$ cat config.mk
export PLATFORM = sky130hd
export DESIGN_NAME = ram_scrambler_writer
export DESIGN_NICKNAME = d
export VERILOG_FILES = /design/src/rtl/ram_scrambler_writer.sv
export SDC_FILE = /design/constraint.sdc
export NUM_CORES = 1
export LEC_CHECK = 0
export ABC_AREA = 1
export CELL_PAD_IN_SITES_DETAIL_PLACEMENT = 0
export CELL_PAD_IN_SITES_GLOBAL_PLACEMENT = 1
export CORE_UTILIZATION = 30
export DETAILED_ROUTE_END_ITERATION = 12
export DONT_BUFFER_PORTS = 1
export PLACE_DENSITY_LB_ADDON = 0.1
export SLEW_MARGIN = 20
export SYNTH_ARGS = -nofsm -noshare
export SYNTH_HDL_FRONTEND = slang
export SYNTH_SLANG_ARGS = --single-unit
$ cat constraint.sdc
create_clock -name clk -period 2.5 [get_ports clk]
set_input_delay 0.375 -clock clk [delete_from_list [all_inputs] [get_ports clk]]
set_output_delay 0.375 -clock clk [all_outputs]
set_load 0.02 [all_outputs]
$ cat src/rtl/ram_scrambler_writer.sv
// ram_scrambler_writer: writes a new mode/seed image into the scrambler config RAM,
// verifies it by readback, and holds the scrambler in reset until the image is clean.
//   clk, reset_n          clock, asynchronous active-low reset
//   start                 load request (taken when idle or in the done cycle)
//   mode_in, seed_in      new mode bit and 256-bit seed, captured on accept
//   busy, done, error     status: update in progress, completion pulse, sticky readback mismatch
//   reset_n_scrambler     active-low reset to the scrambler
//   address, data, wren   RAM write/read port
//   q                     RAM read data, DELAY cycles after address
module ram_scrambler_writer #(
    parameter int ROM_SIZE        = 64,
    parameter int MODE_ADDR       = 0,
    parameter int SEED_ADDR_START = 32,
    parameter int DELAY           = 2,
    parameter int ADDR_W          = 7
) (
    input  logic              clk,
    input  logic              reset_n,
    input  logic              start,
    input  logic              mode_in,
    input  logic [255:0]      seed_in,
    output logic              busy,
    output logic              done,
    output logic              error,
    output logic              reset_n_scrambler,
    output logic [ADDR_W-1:0] address,
    output logic [7:0]        data,
    output logic              wren,
    input  logic [7:0]        q
);
    typedef enum logic [1:0] {IDLE, WRITE, VERIFY, DONE} state_t;

    localparam logic [ADDR_W-1:0]        LAST_A  = ADDR_W'(ROM_SIZE - 1);
    localparam logic [ADDR_W-1:0]        MODE_A  = ADDR_W'(MODE_ADDR);
    localparam logic [ADDR_W-1:0]        SEED_A  = ADDR_W'(SEED_ADDR_START);
    localparam logic signed [ADDR_W:0]   DELAY_S = (ADDR_W + 1)'(DELAY);
    localparam logic signed [ADDR_W:0]   LAST_S  = $signed({1'b0, LAST_A});

    // Seed is stored MSB-first: seed[255:248] lands at the first seed address.
    function automatic logic [7:0] img_byte(input logic [ADDR_W-1:0] a, input logic m,
                                            input logic [255:0] s);
        return (a == MODE_A) ? {7'b0, m} :
               (a >= SEED_A) ? 8'(s >> (8 * (ROM_SIZE - 1 - int'(a)))) : 8'h00;
    endfunction

    state_t              state_q, state_d;
    logic                busy_q, busy_d;
    logic                done_q, done_d;
    logic                error_q, error_d;
    logic                rsc_q, rsc_d;
    logic [ADDR_W-1:0]   address_q, address_d;
    logic [7:0]          data_q, data_d;
    logic                wren_q, wren_d;
    logic [ADDR_W-1:0]   cnt_q, cnt_d;
    logic                mode_q, mode_d;
    logic [255:0]        seed_q, seed_d;
    logic signed [ADDR_W:0] cmp_idx;
    logic [ADDR_W-1:0]   addr_nx;

    // One extra bit so the early verify cycles give a negative (no-compare) index.
    assign cmp_idx = $signed({1'b0, cnt_q}) - DELAY_S;
    assign addr_nx = address_q + 1'b1;

    always_comb begin
        state_d   = state_q;
        busy_d    = busy_q;
        done_d    = 1'b0;
        error_d   = error_q;
        rsc_d     = rsc_q;
        address_d = address_q;
        data_d    = data_q;
        wren_d    = 1'b0;
        cnt_d     = cnt_q;
        mode_d    = mode_q;
        seed_d    = seed_q;
        case (state_q)
            IDLE, DONE: begin
                state_d = IDLE;
                busy_d  = 1'b0;
                rsc_d   = ~error_q;
                if (start) begin
                    mode_d    = mode_in;
                    seed_d    = seed_in;
                    error_d   = 1'b0;
                    busy_d    = 1'b1;
                    rsc_d     = 1'b0;
                    wren_d    = 1'b1;
                    address_d = '0;
                    data_d    = img_byte('0, mode_in, seed_in);
                    state_d   = WRITE;
                end
            end
            WRITE: begin
                wren_d    = address_q != LAST_A;
                address_d = (address_q == LAST_A) ? '0 : addr_nx;
                data_d    = img_byte(addr_nx, mode_q, seed_q);
                cnt_d     = '0;
                state_d   = (address_q == LAST_A) ? VERIFY : WRITE;
            end
            VERIFY: begin
                cnt_d     = cnt_q + 1'b1;
                address_d = (address_q == LAST_A) ? LAST_A : addr_nx;
                if (!cmp_idx[ADDR_W] && q != img_byte(cmp_idx[ADDR_W-1:0], mode_q, seed_q))
                    error_d = 1'b1;
                if (cmp_idx == LAST_S) begin
                    state_d   = DONE;
                    done_d    = 1'b1;
                    busy_d    = 1'b0;
                    address_d = '0;
                    rsc_d     = ~error_d;
                end
            end
            default: state_d = IDLE;
        endcase
    end

    always_ff @(posedge clk or negedge reset_n) begin
        if (!reset_n) begin
            state_q   <= IDLE;
            busy_q    <= 1'b0;
            done_q    <= 1'b0;
            error_q   <= 1'b0;
            rsc_q     <= 1'b0;
            address_q <= '0;
            data_q    <= '0;
            wren_q    <= 1'b0;
            cnt_q     <= '0;
            mode_q    <= 1'b0;
            seed_q    <= '0;
        end else begin
            state_q   <= state_d;
            busy_q    <= busy_d;
            done_q    <= done_d;
            error_q   <= error_d;
            rsc_q     <= rsc_d;
            address_q <= address_d;
            data_q    <= data_d;
            wren_q    <= wren_d;
            cnt_q     <= cnt_d;
            mode_q    <= mode_d;
            seed_q    <= seed_d;
        end
    end

    assign busy              = busy_q;
    assign done              = done_q;
    assign error             = error_q;
    assign reset_n_scrambler = rsc_q;
    assign address           = address_q;
    assign data              = data_q;
    assign wren              = wren_q;
endmodule

==> impl_metrics.ini, run 1 <==
[outcome]
status = complete, but fails checks
failed_checks = negative hold slack

[sta]
relSlewSlack_pct = 41.3
clock_skew_ns = 0.0292
max_clock_freq_mhz = 419
finalCritPeriodShare_pct = 95.5
finalMaxSlewViolations = 0
fin_crit_ns = 2.39
whs_ns = -0.471
setup_viol = 0
worst_pin_slew_ns = 0.881
hold_viol_final = 286

[die]
fp-row-count = 84
fp.dieH_um = 233
ios = 288
start_util_pct = 30.4
die_area_um2 = 54200
die_w_um = 233
coreArea_um2 = 52600

[logic_synthesis]
syn_inst = 2269
avgSynthCellArea_um2 = 7.04
synth-main-ff-cell = dfrtp_1
synth-edff-count = 0
netlist.area_leader.share_pct = 44.8
ys.warnings.count = 0
ys_seq_elements = 286
yosysMostFrequentCell = nand2_1
yosys-top-cells-area = dfrtp_1 45%, nand2_1 16%, o21ai_0 12%
synth_cell_type_count = 32
synth_commonest_cells = 689 x nand2_1, 383 x o21ai_0, 286 x dfrtp_1
synth.cell_area_um2 = 16000
yosysSeqAreaShare_pct = 44.8
synth_largest_area_cell = dfrtp_1
synth_fp_nets = 2545
async_reset_ff_share_pct = 100

[global_routing]
grt_overflow = 0
antenna_found_initial = 1
first_global_vias = 15987
grt_max_degree = 287
grt_pass1_wl_mm = 99.8
grt_usage_pct = 24.6

[clock_tree]
cts.sinks = 286
holdBufCountCts = 226
htreeDepth = 2
cts-root-buf = clkbuf_16
cts_tree = yes
clkLatencyLatePin_ns = 0.57
ctsLongestPathBuffers = 3
cts_buffers = 38
path_clk_slew_ns = 0.06

[detailed_routing]
finalWirelength_mm = 69.3
postRouteAntennaNets = 0
vias = 16297
drc = 0
first_pass_iters = 5
routed_via_density = 5.06
drtIter0Drc = 1376
wl_per_cell_um = 21.5

[critical_path]
cp_max_fo = 29
cp.arrival_ns = 2.85
end_kind = flip-flop
crit_type = flip-flop to flip-flop
cp_data_required_time_ns = 2.96
start_kind = flip-flop

[placed_design]
port_buffers = 0
hpwl_mm = 46.7
gp_congestion = 0.838

[final_layout]
fin_util_pct = 40.9
drive_above_1_share_pct = 9.81
syn_to_final_growth_pct = 34.7
layout.nets = 2776

[power]
ir_worst_vdd_mv = 0.393
power.density_nw_per_um2 = 504
p_leak_nw = 10.1

[flow_run]
cap_violations = 0

[min_path]
hp-class = primary input to asynchronous set/reset pin
[path summary, 6_finish.rpt]
path	endpoint	slack (ns)	depth (start not counted)	startpoint
worst min register to register	seed_q[227]$_DFFE_PN0P_	0.51	2	seed_q[227]$_DFFE_PN0P_
worst max-delay path	error$_DFFE_PN0P_	0.11	16	cnt_q[0]$_DFFE_PN0P_
worst max register to register	error$_DFFE_PN0P_	0.11	16	cnt_q[0]$_DFFE_PN0P_
worst min-delay path	seed_q[116]$_DFFE_PN0P_	-0.47	0	reset_n
max in group asynchronous	address[0]$_DFFE_PN0P_	2.17	0	reset_n
min in group clk	seed_q[96]$_DFFE_PN0P_	0	2	seed_in[96]
[state kept, by name (all words and copies together), names as in the netlist]
register,flops
seed_q,256
data,8
address,7
cnt_q,7
state_q,2
busy,1
done,1
error,1
mode_q,1
reset_n_scrambler,1
wren,1
[stage by stage]
| step | total power, mW | cells | setup TNS (ns) | area [µm²] | setup WS [ns] |
|---|---|---|---|---|---|
| finish | 10.8 | 3220 | 0 | 21500 | 0.113 |
| global route | 11.2 | 3215 | -0.00934 | 21500 | -0.00934 |
| CTS | 11.0 | 3196 | 0 | 20900 | 0.00979 |
| detailed placement | 4.72 | 2903 | -0.396 | 17300 | -0.204 |
| global placement | 4.73 | 2903 | -0.309 | 17300 | -0.155 |
| floorplan | 4.72 | 2269 | 0 | 16000 | 0.0236 |
[layout by cell type (no fill, tap or decap), types with 32 or more instances in the layout]
master	netlist	final
inv_1	194	192
dfrtp_1	286	283
nand2_1	689	678
o21ai_0	383	359
dlygate4sd3_1	0	226
nand3_1	217	205
nor2_1	57	47
a21oi_1	209	206
o21ai_1	9	32
buf_4	4	79
clkbuf_16	0	50
[where the power goes]
group / leakage, nW / switching [mW] / total, mW / internal [mW]
Combinational: 6.30 / 0.0627 / 0.302 / 0.240
Clock: 0.659 / 2.23 / 5.90 / 3.67
Sequential: 3.09 / 0 / 4.63 / 4.63
Total: 10.1 / 2.29 / 10.8 / 8.54
[repair_timing]
| action | CTS | global route |
|---|---|---|
| setup buffers | 0 | 7 |
| hold endpoints to repair | 513 | 286 |
| cloned | 0 | 12 |
| endpoints found under the setup margin | 3 | 10 |
| pin swaps | 1 | 27 |
| gates resized for setup | 5 | 90 |
[area by class of cell]
| cell class | instances | area [µm²] |
|---|---|---|
| flip-flops and latches | 286 | 7170 |
| diodes | 5 | 12.5 |
| inverters | 201 | 779 |
| clock inverters | 15 | 229 |
| multi-input cells | 1621 | 7570 |
| clock buffers | 52 | 1090 |
| fillers | 5475 | 31000 |
| repair buffers | 352 | 3800 |
| well taps | 688 | 861 |
[critical path, stage by stage (launching register included)]
cell and delay (ns):
dfrtp_4 0.51, buf_12 0.17, buf_16 0.17, o21ai_0 0.28, nand3_1 0.18, nand3_1 0.12
nand2_2 0.09, nand2_1 0.10, nand3_1 0.08, nand2_1 0.07, nand2_1 0.05, nor2_1 0.10
nand2_1 0.08, nand2_2 0.09, nand2_2 0.06, nand3_1 0.06, nand2_1 0.05
[per-layer routing]
metal / global-route usage (%) / vias to the layer above / wire (µm)
li1: - / 7908 / -
met1: 32.3 / 7813 / 30700
met2: 41.1 / 476 / 33000
met3: 3.73 / 100 / 3420
met4: 8.52 / 0 / 2170
met5: 0 / - / 0
[cell families (layout without fill, tap and decap cells)]
kind of cell / count (synthesis) / count (layout) / share of synthesized area (%)
and+or+nand+nor: 978 / 979 / 25.0
AOI/OAI and AO/OA: 628 / 628 / 20.1
buffers and inverters: 363 / 620 / 9.08
DFF: 286 / 286 / 44.8
adders and majority gates: 8 / 8 / 0.627
xor gates and xnor gates: 6 / 6 / 0.329
other: 0 / 5 / 0
(Power assumes the default switching activity.)
==> run 2: changes to the inputs <==
Settings changed: ABC_AREA 1 to default.
==> impl_metrics.ini, run 2 <==
[outcome]
status = complete, but fails checks
failed_checks = negative hold slack, negative setup slack

[logic_synthesis]
synth_commonest_cells = 286 x dfrtp_1, 259 x mux2_2, 121 x nand2_1
ys_seq_elements = 286
netlist.area_leader.share_pct = 45.8
synth_compound_area_share_pct = 4.67
synth_cell_type_count = 70
syn_inst = 1125
async_reset_ff_share_pct = 100
synthMuxAreaShare_pct = 38.3
synth_top_family_by_area = multiplexers
synth_fp_nets = 1401
synth_largest_area_cell = dfrtp_1
yosysMostFrequentCell = dfrtp_1
synth_fa_ha_area_share_pct = 0.640
synth.cell_area_um2 = 15600
synthXorXnorAreaFrac_pct = 0.720
yosysSeqAreaShare_pct = 45.8
avgSynthCellArea_um2 = 13.9
ys.warnings.count = 0
synth-edff-count = 0
synth_simple_gate_area_share_pct = 6.55
yosys-top-cells-area = dfrtp_1 46%, mux2_2 19%, mux4_2 16%
synth-main-ff-cell = dfrtp_1

[detailed_routing]
vias = 11469
routed_via_density = 5.20
drtIter0Drc = 534
first_pass_iters = 5
finalWirelength_mm = 56.1
drc = 0
postRouteAntennaNets = 0
wl_per_cell_um = 25.4

[min_path]
hp-class = primary input to asynchronous set/reset pin

[global_routing]
grt_usage_pct = 21.5
grt_pass1_wl_mm = 83.9
grt_overflow = 0
grt_max_degree = 287
first_global_vias = 12366
antenna_found_initial = 9

[sta]
clock_skew_ns = 0.0120
worst_pin_slew_ns = 0.843
finalMaxSlewViolations = 0
setup_viol = 4
relSlewSlack_pct = 43.8
hold_viol_final = 286
rsz0062_at_grt = yes
fin_ws_ns = -0.275
fin_crit_ns = 2.77
finalCritPeriodShare_pct = 111
max_clock_freq_mhz = 360
whs_ns = -0.475

[final_layout]
largest_reg_flops = 256
final_common_cell = dfrtp_1
syn_to_final_growth_pct = 38.8
regMostFlops = seed_q
layout_common_cells = 282 x dfrtp_1, 258 x mux2_2, 257 x dlygate4sd3_1
drive_above_1_share_pct = 42.6
layout.nets = 1769

[critical_path]
cpPeakStageDelay_ns = 0.53
cp_cell_sequence = buf_4, buf_6, buf_4, mux2i_2, mux4_2, nand3_2, a31o_1, o211ai_2, nor4_2, and3_1, o21ai_1
crit_type = flip-flop to flip-flop
start_kind = flip-flop
cp.arrival_ns = 3.21
crit_top_cell = buf_4
cp_data_required_time_ns = 2.94
critical_path.top_delay_family = multiplexers
cp_max_fo = 12
end_kind = flip-flop
crit_buf_inv = 3
slowest_stage = dfrtp_4

[clock_tree]
cts.sinks = 286
cts_buffers = 37
htreeDepth = 2
holdBufCountCts = 257
cts_tree = yes
path_clk_slew_ns = 0.06
cts-root-buf = clkbuf_16
ctsLongestPathBuffers = 3
clkLatencyLatePin_ns = 0.55

[placed_design]
gp_congestion = 0.871
port_buffers = 0
dp_worst_setup_slack_ns = -0.583
hpwl_mm = 41.6

[die]
start_util_pct = 30.4
die_w_um = 230
fp.dieH_um = 230
ios = 288
die_area_um2 = 53000
fp-row-count = 83
coreArea_um2 = 51400

[power]
power.density_nw_per_um2 = 1130
ir_worst_vdd_mv = 0.562
fin_total_pwr_mw = 24.6
p_leak_nw = 8.77

[flow_run]
cap_violations = 0
-- run 2: layer usage --
| layer | vias to the layer above | wire length, µm | global-route usage (%) |
|---|---|---|---|
| met5 | - | 20 | 0 |
| met2 | 280 | 27000 | 35.0 |
| met4 | 4 | 1380 | 6.60 |
| li1 | 5054 | - | - |
| met3 | 66 | 2740 | 4.41 |
| met1 | 6065 | 24900 | 28.6 |
-- run 2: kinds of logic after synthesis --
kind of cell               after synthesis
muxes                                  411
DFF                                    286
and+or+nand+nor                        214
AOI/OAI and AO/OA                      102
buffers and inverters                   92
xor gates and xnor gates                12
adders and majority gates                8
-- run 2: worst register-to-register path: cells and delay by family (launching register included) --
family,cells,cell delay (ns)
and+or+nand+nor,3,0.62
buffers and inverters,3,0.48
AOI/OAI and AO/OA,3,0.35
muxes,2,0.69
DFF,1,0.53
-- run 2: power by group --
| part | leakage, nW | switching [mW] | internal, mW |
|---|---|---|---|
| combinational | 4.73 | 4.08 | 5.96 |
| clock | 0.639 | 2.15 | 3.46 |
| sequential | 3.40 | 2.09 | 6.86 |
-- run 2: final cells by class --
cell class / count / area (µm²)
fill: 4820 / 29700
inverter: 11 / 53.8
tap: 680 / 851
multi-input combinational: 747 / 8220
sequential: 286 / 7170
antenna: 7 / 17.5
timing repair buffer: 410 / 4090
clock inverter: 18 / 206
clock buffer: 48 / 1080
-- run 2: per-stage QoR --
stage | setup TNS (ns) | area [µm²] | util [%] | cells
finish | -0.565 | 21700 | 42.2 | 2207
global route | -1.38 | 21700 | 42.2 | 2207
CTS | -0.560 | 21500 | 41.9 | 2192
detailed placement | -3.35 | 17400 | 33.8 | 1853
global placement | -3.36 | 17400 | 33.8 | 1853
floorplan | -0.659 | 15700 | - | 1125
-- run 2: path summary, 6_finish.rpt --
path,startpoint,endpoint,slack [ns],cells after the start
max,cnt_q[1]$_DFFE_PN0P_,error$_DFFE_PN0P_,-0.27,11
min,reset_n,seed_q[149]$_DFFE_PN0P_,-0.48,0
max reg2reg,cnt_q[1]$_DFFE_PN0P_,error$_DFFE_PN0P_,-0.27,11
min reg2reg,seed_q[255]$_DFFE_PN0P_,seed_q[255]$_DFFE_PN0P_,0.53,1
max in group asynchronous,reset_n,seed_q[184]$_DFFE_PN0P_,2.27,0
min in group clk,mode_in,data[0]$_DFFE_PN0P_,0.10,2
-- run 2: repair_timing --
item	in CTS	in global routing
buffers inserted	16	9
endpoints found under the setup margin	20	20
gates cloned	1	0
gates resized for setup	34	25
hold endpoints to repair	543	286
pin swaps	14	12
==> run 3: changes to the inputs <==
Settings changed: CTS_BUF_LIST from default to sky130_fd_sc_hd__clkbuf_4.
==> impl_metrics.ini, run 3 (same netlist as run 2, synthesis figures left out) <==
[outcome]
status = complete, but fails checks
failed_checks = negative hold slack, negative setup slack

[sta]
fin_crit_ns = 2.76
worst_pin_slew_ns = 1.04
setup_viol = 3
finalMaxSlewViolations = 0
finalCritPeriodShare_pct = 110
whs_ns = -0.750
hold_viol_final = 286
rsz0062_at_grt = yes
max_clock_freq_mhz = 363
fin_ws_ns = -0.255
clock_skew_ns = 0.0564
relSlewSlack_pct = 30.8

[power]
p_leak_nw = 8.83
power.density_nw_per_um2 = 1110
ir_worst_vdd_mv = 0.438

[critical_path]
crit_type = flip-flop to flip-flop
cp_max_fo = 12
cp_data_required_time_ns = 3.18
r2r_start = cnt_q[1]$_DFFE_PN0P_
end_kind = flip-flop
start_kind = flip-flop
crit_start = cnt_q[1]$_DFFE_PN0P_
cp.arrival_ns = 3.44

[detailed_routing]
drtIter0Drc = 582
routed_via_density = 5.13
finalWirelength_mm = 56.7
vias = 11787
first_pass_iters = 5
wl_per_cell_um = 24.7
postRouteAntennaNets = 0
drc = 0

[clock_tree]
cts_buffers = 84
holdBufCountCts = 262
ctsLongestPathBuffers = 3
htreeDepth = 3
path_clk_slew_ns = 0.07
cts.sinks = 286
cts-root-buf = clkbuf_4
cts_tree = yes
clkLatencyLatePin_ns = 0.84

[final_layout]
regMostFlops = seed_q
layout.cells.non_filler = 2298
fin_util_pct = 42.0
layout.nets = 1822
final_common_cell = dfrtp_1
final_area_um2 = 21600
largest_reg_flops = 256
layout_common_cells = 282 x dfrtp_1, 262 x dlygate4sd3_1, 259 x mux2_2
drive_above_1_share_pct = 44.5
syn_to_final_growth_pct = 38.2

[placed_design]
dp_worst_setup_slack_ns = -0.583
port_buffers = 0
placed_cells = 1853
hpwl_mm = 41.6
gp_congestion = 0.871
placedInstanceArea_um2 = 17400

[die]
fp.dieH_um = 230
coreArea_um2 = 51400
die_w_um = 230
ios = 288
fp-row-count = 83
die_area_um2 = 53000
start_util_pct = 30.4

[global_routing]
grt_max_degree = 287
grt_usage_pct = 21.6
antenna_found_initial = 9
grt_pass1_wl_mm = 84.6
first_global_vias = 12734
grt_overflow = 0

[min_path]
hp-class = primary input to asynchronous set/reset pin

[flow_run]
cap_violations = 0
-- run 3: cell count changes in the layout (fill, tap and decap cells not counted), sizes merged --
cell / change
diode: +1
clkinv: +5
inv: -2
bufinv: -2
dlygate4sd3: +5
clkbuf: +85
buf: -1
-- run 3: timing repair --
action,in CTS,in global routing
hold endpoints to repair,555,286
gates cloned,0,2
setup buffers,10,13
pin swaps,11,10
endpoints found under the setup margin,21,19
resized for setup,30,20
-- run 3: worst paths after layout --
check | cells after the start | to | slack [ns]
setup / recovery | 12 | error$_DFFE_PN0P_ | -0.26
hold / removal | 0 | seed_q[149]$_DFFE_PN0P_ | -0.75
setup reg to reg | 12 | error$_DFFE_PN0P_ | -0.26
hold reg to reg | 1 | seed_q[255]$_DFFE_PN0P_ | 0.53
max in group asynchronous | 0 | done$_DFF_PN0_ | 2.39
min in group clk | 4 | error$_DFFE_PN0P_ | 0.09
-- run 3: through the flow --
step	power (mW)	setup TNS, ns
floorplan	14.7	-0.659
global placement	18.3	-3.36
detailed placement	18.3	-3.35
CTS	23.9	-0.598
global route	25.4	-1.22
finish	24.0	-0.526
-- run 3: cell type report --
| type | instances | area [µm²] |
|---|---|---|
| diodes | 8 | 20.0 |
| clock buffers | 131 | 983 |
| clock inverters | 19 | 139 |
| fillers | 4868 | 29800 |
| inverters | 11 | 53.8 |
| multi-input cells | 747 | 8200 |
| flip-flops and latches | 286 | 7170 |
| well taps | 680 | 851 |
| repair buffers | 416 | 4190 |
-- run 3: critical path, cell delays in order, from the launching register on --
cell and delay (ns):
dfrtp_4 0.48, clkinv_8 0.06, ha_4 0.34, buf_12 0.17, mux4_2 0.22, mux2i_4 0.08
buf_4 0.14, a32oi_1 0.21, nand2_1 0.10, buf_4 0.14, a2111oi_2 0.32, and3_1 0.26
o21ai_1 0.09
-- run 3: power by group --
part           switching, mW  leakage (nW)  total [mW]  internal, mW
sequential              2.09          3.40        8.94          6.85
combinational           4.13          4.77        10.3          6.13
clock                   2.17         0.662        4.75          2.58
total                   8.39          8.83        24.0          15.6
-- run 3: layer usage --
layer  global-route usage (%)  vias up  part of all wire, %
li1                         -     5226                    -
met1                     28.8     6195                   45
met2                     35.2      294                   48
met3                     4.90       66                  4.9
met4                     6.11        6                  1.7
met5                        0        -                0.056
